File: config.mk
export PLATFORM = sky130hd
export DESIGN_NAME = imem_loader
export DESIGN_NICKNAME = d
export VERILOG_FILES = /design/src/rtl/imem_loader.sv
export SDC_FILE = /design/constraint.sdc
export NUM_CORES = 1
export LEC_CHECK = 0
export ABC_AREA = 1
export BUFFER_PORTS_ARGS = -buffer_cell sky130_fd_sc_hd__buf_2
export CELL_PAD_IN_SITES_DETAIL_PLACEMENT = 0
export CELL_PAD_IN_SITES_GLOBAL_PLACEMENT = 1
export CORE_UTILIZATION = 44
export DETAILED_ROUTE_END_ITERATION = 6
export PLACE_DENSITY = 0.88
export SLEW_MARGIN = 20
export SYNTH_ARGS = -nofsm -noshare
export SYNTH_HDL_FRONTEND = slang
export SYNTH_SLANG_ARGS = --single-unit
File: constraint.sdc
create_clock -name clk -period 3.34 [get_ports clk]
set_input_delay 0.167 -clock clk [delete_from_list [all_inputs] [get_ports clk]]
set_output_delay 0.167 -clock clk [all_outputs]
set_load 0.005 [all_outputs]
File: src/rtl/imem_loader.sv
// -----------------------------------------------------------------------------
// imem_loader
//   Hardware program loader: the writer side of the instruction memory.
//   It takes a byte stream over a valid/ready link and assembles 32-bit
//   little-endian words. Each word goes to the instruction memory write port.
//   The core is held in reset while a load is in progress. After the last
//   word is written, the core is released and runs from PC 0.
//
//   Stream format: LEN[7:0], LEN[15:8], then 4*LEN data bytes (LSB first).
//
// Ports
//   clk         system clock, posedge
//   rst         synchronous, active-high reset
//   start       1-cycle pulse, begins a new load (honoured in IDLE and RUN)
//   rx_data     stream byte
//   rx_valid    rx_data valid
//   rx_ready    loader can accept a byte
//   imem_we     instruction memory write strobe (one cycle per word)
//   imem_waddr  word address of the write (holds when imem_we=0)
//   imem_wdata  word being written (holds when imem_we=0)
//   core_rst    active-high core reset, high whenever not in RUN
//   load_done   high in RUN
//   err_len     sticky: last header length exceeded capacity
// -----------------------------------------------------------------------------
module imem_loader #(
  parameter int ADDR_W = 8
) (
  input  logic              clk,
  input  logic              rst,
  input  logic              start,
  input  logic [7:0]        rx_data,
  input  logic              rx_valid,
  output logic              rx_ready,
  output logic              imem_we,
  output logic [ADDR_W-1:0] imem_waddr,
  output logic [31:0]       imem_wdata,
  output logic              core_rst,
  output logic              load_done,
  output logic              err_len
);

  typedef enum logic [2:0] {
    S_IDLE, S_LEN_LO, S_LEN_HI, S_DATA, S_WRITE, S_RUN
  } state_t;

  // Capacity in words, held one bit wider than the address so that a full
  // load (len == 2**ADDR_W) is representable without wrapping.
  localparam logic [16:0] CAP = 17'd1 << ADDR_W;

  state_t            state, state_n;
  logic [15:0]       len;
  logic [ADDR_W:0]   word_cnt;
  logic [1:0]        byte_cnt;
  logic [23:0]       asm_word;   // bytes 0..2; byte 3 goes straight to imem_wdata
  logic [15:0]       len_full;
  logic              len_too_big;
  logic              last_word;

  function automatic logic [16:0] ext17(input logic [ADDR_W:0] v);
    return 17'(v);
  endfunction

  // Length as it will be once the high byte currently on rx_data is taken.
  assign len_full    = {rx_data, len[7:0]};
  assign len_too_big = ({1'b0, len_full} > CAP);
  assign last_word   = ((ext17(word_cnt) + 17'd1) == {1'b0, len});

  always_comb begin
    state_n   = state;
    rx_ready  = 1'b0;
    imem_we   = 1'b0;
    core_rst  = 1'b1;
    load_done = 1'b0;
    case (state)
      S_IDLE: begin
        if (start) state_n = S_LEN_LO;
      end
      S_LEN_LO: begin
        rx_ready = 1'b1;
        if (rx_valid) state_n = S_LEN_HI;
      end
      S_LEN_HI: begin
        rx_ready = 1'b1;
        if (rx_valid) begin
          if (len_full == 16'd0)   state_n = S_RUN;
          else if (len_too_big)    state_n = S_IDLE;
          else                     state_n = S_DATA;
        end
      end
      S_DATA: begin
        rx_ready = 1'b1;
        if (rx_valid && (byte_cnt == 2'd3)) state_n = S_WRITE;
      end
      S_WRITE: begin
        imem_we = 1'b1;
        state_n = last_word ? S_RUN : S_DATA;
      end
      S_RUN: begin
        core_rst  = 1'b0;
        load_done = 1'b1;
        if (start) state_n = S_LEN_LO;
      end
      default: state_n = S_IDLE;
    endcase
  end

  always_ff @(posedge clk) begin
    if (rst) begin
      state      <= S_IDLE;
      len        <= '0;
      word_cnt   <= '0;
      byte_cnt   <= '0;
      asm_word   <= '0;
      imem_waddr <= '0;
      imem_wdata <= '0;
      err_len    <= 1'b0;
    end else begin
      state <= state_n;
      case (state)
        S_IDLE, S_RUN: begin
          if (start) err_len <= 1'b0;
        end
        S_LEN_LO: begin
          if (rx_valid) len[7:0] <= rx_data;
        end
        S_LEN_HI: begin
          if (rx_valid) begin
            len[15:8] <= rx_data;
            word_cnt  <= '0;
            byte_cnt  <= '0;
            if (len_too_big) err_len <= 1'b1;
          end
        end
        S_DATA: begin
          if (rx_valid) begin
            case (byte_cnt)
              2'd0: asm_word[7:0]   <= rx_data;
              2'd1: asm_word[15:8]  <= rx_data;
              2'd2: asm_word[23:16] <= rx_data;
              default: begin
                // Address/data registered here so they are stable during
                // WRITE and hold afterwards.
                imem_waddr <= word_cnt[ADDR_W-1:0];
                imem_wdata <= {rx_data, asm_word};
              end
            endcase
            byte_cnt <= byte_cnt + 2'd1;
          end
        end
        S_WRITE: begin
          word_cnt <= word_cnt + {{ADDR_W{1'b0}}, 1'b1};
          byte_cnt <= '0;
        end
        default: ;
      endcase
    end
  end

endmodule

# ---- After elaboration in Yosys (flattened, before gate mapping)
# Index checks and enable logic that the tools add are counted.
# W data, S select, Z words.
dict set report word_totals {
  mem_count 0
  out_inout_bits 45
  word_cells 72
  ramBits 0
  latchBits 0
  register_bits 95
  mem_bits_ro 0
  inputBits 12
}
dict set report classes {
  n_mul 0
  eq_ne 15
  div_mod_pow 0
  bitwise 1
  shifts 0
  mux 21
  order_cmp 1
  n_reduce_logical 20
  addsub 3
}
# cell n
set ops {}
lappend ops {{$mux W3} 6}
lappend ops {{$pmux W9 S2} 1}
lappend ops {{$eq A10 B16 Y1} 1}
lappend ops {{$gt A16 B9 Y1 const B} 1}
lappend ops {{$logic_not A16 Y1} 1}
lappend ops {{$pmux W3 S5} 1}
lappend ops {{$reduce_and A3 Y1} 5}
lappend ops {{$add A9 B1 Y10 const B} 1}
lappend ops {{$ne A2 B2 Y1 const B} 5}
lappend ops {{$add A9 B1 Y9 const B} 1}
lappend ops {{$mux W9} 1}
lappend ops {{$reduce_and A4 Y1} 2}
lappend ops {{$mux W1} 7}
lappend ops {{$eq A3 B2 Y1 const B} 2}
lappend ops {{$eq A3 B3 Y1 const B} 2}
lappend ops {{$mux W2} 3}
lappend ops {{$pmux W2 S3} 1}
lappend ops {{$reduce_and A2 Y1} 3}
lappend ops {{$reduce_or A3 Y1} 2}
lappend ops {{$eq A2 B2 Y1 const B} 2}
lappend ops {{$reduce_bool A2 Y1} 2}
lappend ops {{$eq A3 B1 Y1 const B} 1}
lappend ops {{$logic_not A3 Y1} 1}
lappend ops {{$reduce_bool A3 Y1} 1}
lappend ops {{other kinds (8)} 8}

# ---- Logic depth before layout (Yosys ltp)
dict set report logic_depth {
  word_depth 5
  mapped_depth 14
  ltp_nobuf 14
}

# ---- Least setup slack after synthesis
# Ideal clock, no wire load.
dict set report synth_timing {
  path_kind {flip-flop to flip-flop}
  from {register word_cnt[0]}
  to {register state[1]}
  required_ns 3.206
  setup_time_ns 0.134
  slack_ns 1.783
  t_arrival_ns 1.424
  n_path_buf 0
  synth_period_minus_slack_ns 1.557
  stages_incl_launch_ff 12
  path_cell_list {dfxtp_1 -> ha_1 -> nand2_2 -> nor2_2 -> nand2_1 -> xnor3_1 -> nor2_1 -> nand3_1 -> nand2_1 -> nand2_1 -> nand2_1 -> a21oi_1}
}
dict set report synth_via {
  elab_chain_cells 4
}
# item line_no
set synth_lines {}
lappend synth_lines {{start: declaration} 52} ;# logic [ADDR_W:0] word_cnt;
lappend synth_lines {{start signal: assignment} 151} ;# word_cnt <= word_cnt + {{ADDR_W{1'b0}}, 1'b1};
lappend synth_lines {{$add A9 B1 Y10} 66} ;# assign last_word = ((ext17(word_cnt) + 17'd1) == {1'b0, len});
lappend synth_lines {{$eq A10 B16 Y1} 66}
lappend synth_lines {{$mux W3} 96} ;# state_n = last_word ? S_RUN : S_DATA;
lappend synth_lines {{$pmux W3 S5} 74} ;# case (state)
lappend synth_lines {{end signal: assignment} 118} ;# state <= state_n;
lappend synth_lines {{end: declaration} 50} ;# state_t state, state_n;
# No other way between the ends.
# A chain may end at the register's enable or synchronous reset.

# ---- Worst setup path after layout
dict set report layout_timing {
  from {register state[0]}
  to {register imem_wdata[4]}
}
dict set report layout_via {
  elab_chain_cells 2
}
# item line_no
set layout_lines {}
lappend layout_lines {{$eq A3 B2 Y1} 119} ;# case (state)
lappend layout_lines {{$reduce_and A3 Y1 (no source line)} --}
lappend layout_lines {{end signal: assignment} 144} ;# imem_wdata <= {rx_data, asm_word};
lappend layout_lines {{end: declaration} 36} ;# output logic [31:0] imem_wdata,
# No other way between the ends.

==> impl_metrics.csv <==
group,metric,value,unit
finish,multiInputGateArea,1730,sq um
clocking,cts_buffers,9,
placement,place_hpwl,6.14,mm
drt,vias,3462,
synth,synth.area.top_cells,"dfxtp_1 48%, nor2_1 12%, o21ai_0 11%",
clocking,clock_latency,350,ps
finish,final_area,4460,sq um
grt,track_usage,20.8,%
clocking,root_buffer,"clkbuf_8",
grt,grt_first_pass_wirelength,14.8,mm
finish,fin_nets,605,
sta,tightest_slew,750,ps
grt,antenna_found_initial,0,
grt,grt_start_max_net_pins,83,
power,leakagePower,0.00207,uW
floorplanning,std_cell_rows,34,
finish,area_growth,13.3,%
setup_path,critPathMaxStageDelay,460,ps
synth,synth_warnings,0,
sta,min_period,2230,ps
clocking,clk_path_buf_depth,2,
drt,avgViaCountPerCell,4.94,
drt,drtPass1Iterations,4,
finish,drive_gt1_share,15.0,%
sta,setup_viol,0,
synth,synth.distinct_cells,28,
power,power_density,537,nW/um^2
drt,wirelength,9.10,mm
setup_path,path_cells,"inv_2, nor2_2, inv_2, nor2_4, inv_2, nor2_4, inv_2, nor2_8, inv_2, nor2_1, nor2_1",
grt,grt_pass1_vias,3050,
clocking,ctsHoldBuffers,0,
grt,grt.overflow.total,0,
clocking,cts_sinks,95,
sta,grt_setup_unrepaired,"no",
synth,syn_inst,540,
synth,async_flop_share,0,%
drt,routedWlPerCell,13.0,microns
synth,yosys_most_used_dff,"dfxtp_1",
synth,synth_top_area_share,48.3,%
sta,finalHoldViolCount,0,
floorplanning,dieWidth,96.6,microns
sta,finalCritPeriodShare,66.7,%
synth,synth_common_cells,"130 x nor2_1, 95 x dfxtp_1, 85 x o21ai_0",
clocking,clkTransAtPathRegs,90,ps
setup_path,cpMaxStageDelayCell,"nor2_8",
setup_path,arrival,2480,ps
synth,synth_most_common_cell,"nor2_1",
synth,yosysSeqAreaShare,48.3,%
clocking,postCtsSetupBuffers,0,
clocking,htreeDepth,3,
synth,ys_ff_latch,95,
setup_path,crit_type,"flip-flop to flip-flop",
synth,syn-cell-area,3940,sq um
setup_path,cp_max_fo,50,
finish,fillers,886,
status,status,"finished clean",
placement,gp_congestion,0.801,
synth,avgSynthCellArea,7.29,sq um
clocking,cts-resized-gates,0,
sta,relSlewSlack,49.8,%
power,peakVddDrop,0.000251,V
setup_path,required,3590,ps
sta,skew,5.68,ps
placement,port_buffers,56,
floorplanning,coreArea,8680,sq um
setup_path,startpoint_type,"flip-flop",
setup_path,end_kind,"flip-flop",
finish,n_antenna_cell,0,
worst_hold_path,hp-class,"primary input to flip-flop",
synth,synthesis.nets,557,
synth,synth_edf_count,0,
drt,drtIter0Drc,183,
flow_run,maxCapViolCount,0,
placement,placed_cell_area,4250,sq um
floorplanning,die_height,96.6,microns
floorplanning,start_util,45.4,%
drt,drc,0,
sta,max_freq,0.449,GHz
drt,ant_nets,0,
setup_path,cpLargestDelayFamily,"simple AND/OR/NAND/NOR gates",
finish,regArea,1900,sq um
sta,finalMaxSlewViolations,0,
setup_path,path_common_cell,"inv_2",
floorplanning,dieArea,9330,sq um
floorplanning,ios,57,
synth,synth_top_area_cell,"dfxtp_1",
setup_path,crit_buf_inv,5,
finish,fin_util,51.4,%
sta,fin_setup_tns,0,ps
clocking,cts_tree,"done",
-- cell usage in the layout (no fill, tap or decap), drive strengths merged, types with 10 or more instances in the layout --
cell type / n
nand3: 17
a21oi: 43
clkbuf: 10
o21ai: 86
inv: 50
dfxtp: 95
nand2: 75
nor2: 137
buf: 57
-- kinds of logic (layout without fill, tap and decap cells) --
logic type / after synthesis / after routing / synth area share (%)
AOI/OAI and AO/OA: 131 / 131 / 17.0
and+or+nand+nor: 236 / 236 / 24.6
adders and majority gates: 5 / 5 / 1.59
xor gates and xnor gates: 2 / 2 / 0.795
DFF: 95 / 95 / 48.3
buffers and inverters: 71 / 124 / 7.72
-- where the power goes --
part	leakage, uW	total (uW)	switching, uW	internal (uW)
Combinational	0.00120	368	242	126
Clock	0.000105	801	422	379
Sequential	0.000766	1230	38.4	1190
Total	0.00207	2400	702	1690
-- worst register-to-register path, cell delays in order (launching register included) --
cell and delay, ps:
dfxtp_1 370, inv_2 60, nor2_2 100, inv_2 60
nor2_4 100, inv_2 50, nor2_4 140, inv_2 90
nor2_8 460, inv_2 400, nor2_1 230, nor2_1 60
-- layer usage --
metal | wire length, microns | vias up | share of wire (%) | GRT usage, %
met5 | 0 | - | 0 | 0
met1 | 4370 | 1540 | 48 | 29.9
met2 | 4110 | 84 | 45 | 31.5
met3 | 549 | 5 | 6.0 | 4.69
met4 | 69 | 0 | 0.76 | 5.15
li1 | - | 1833 | - | -
-- flip-flops by register name, summed over array words and instances, names as in the netlist --
signal,count
imem_wdata,32
asm_word,24
len,16
word_cnt,9
imem_waddr,8
state,3
byte_cnt,2
err_len,1
-- per-stage QoR --
step           hold WS (ps)  power (uW)  instances  worst slack [ps]
6_report                101        2400        701              1110
4_1_cts                84.2        2420        701              1110
3_5_place_dp            466        1620        685              1110
5_1_grt                 105        2520        701               878
3_3_place_gp            449        1620        685              1170
2_1_floorplan           236        1520        540              1780
-- area by class of cell --
| class | instances | area share (%) |
|---|---|---|
| sequential | 95 | 42.6 |
| multi-input combinational | 374 | 38.8 |
| clock inverter | 6 | 1.68 |
| tap | 108 | 3.03 |
| timing repair buffer | 57 | 6.45 |
| clock buffer | 10 | 3.09 |
| inverter | 51 | 4.29 |
-- worst paths after layout --
check | startpoint | end | slack [ps] | cells after the start
hold reg to reg | len[8] | len[8] | 480 | 2
hold / removal | start | state[2] | 100 | 4
setup / recovery | state[0] | imem_wdata[4] | 1110 | 11
setup reg to reg | state[0] | imem_wdata[4] | 1110 | 11
No activity file was read; power rests on OpenSTA's default activity.
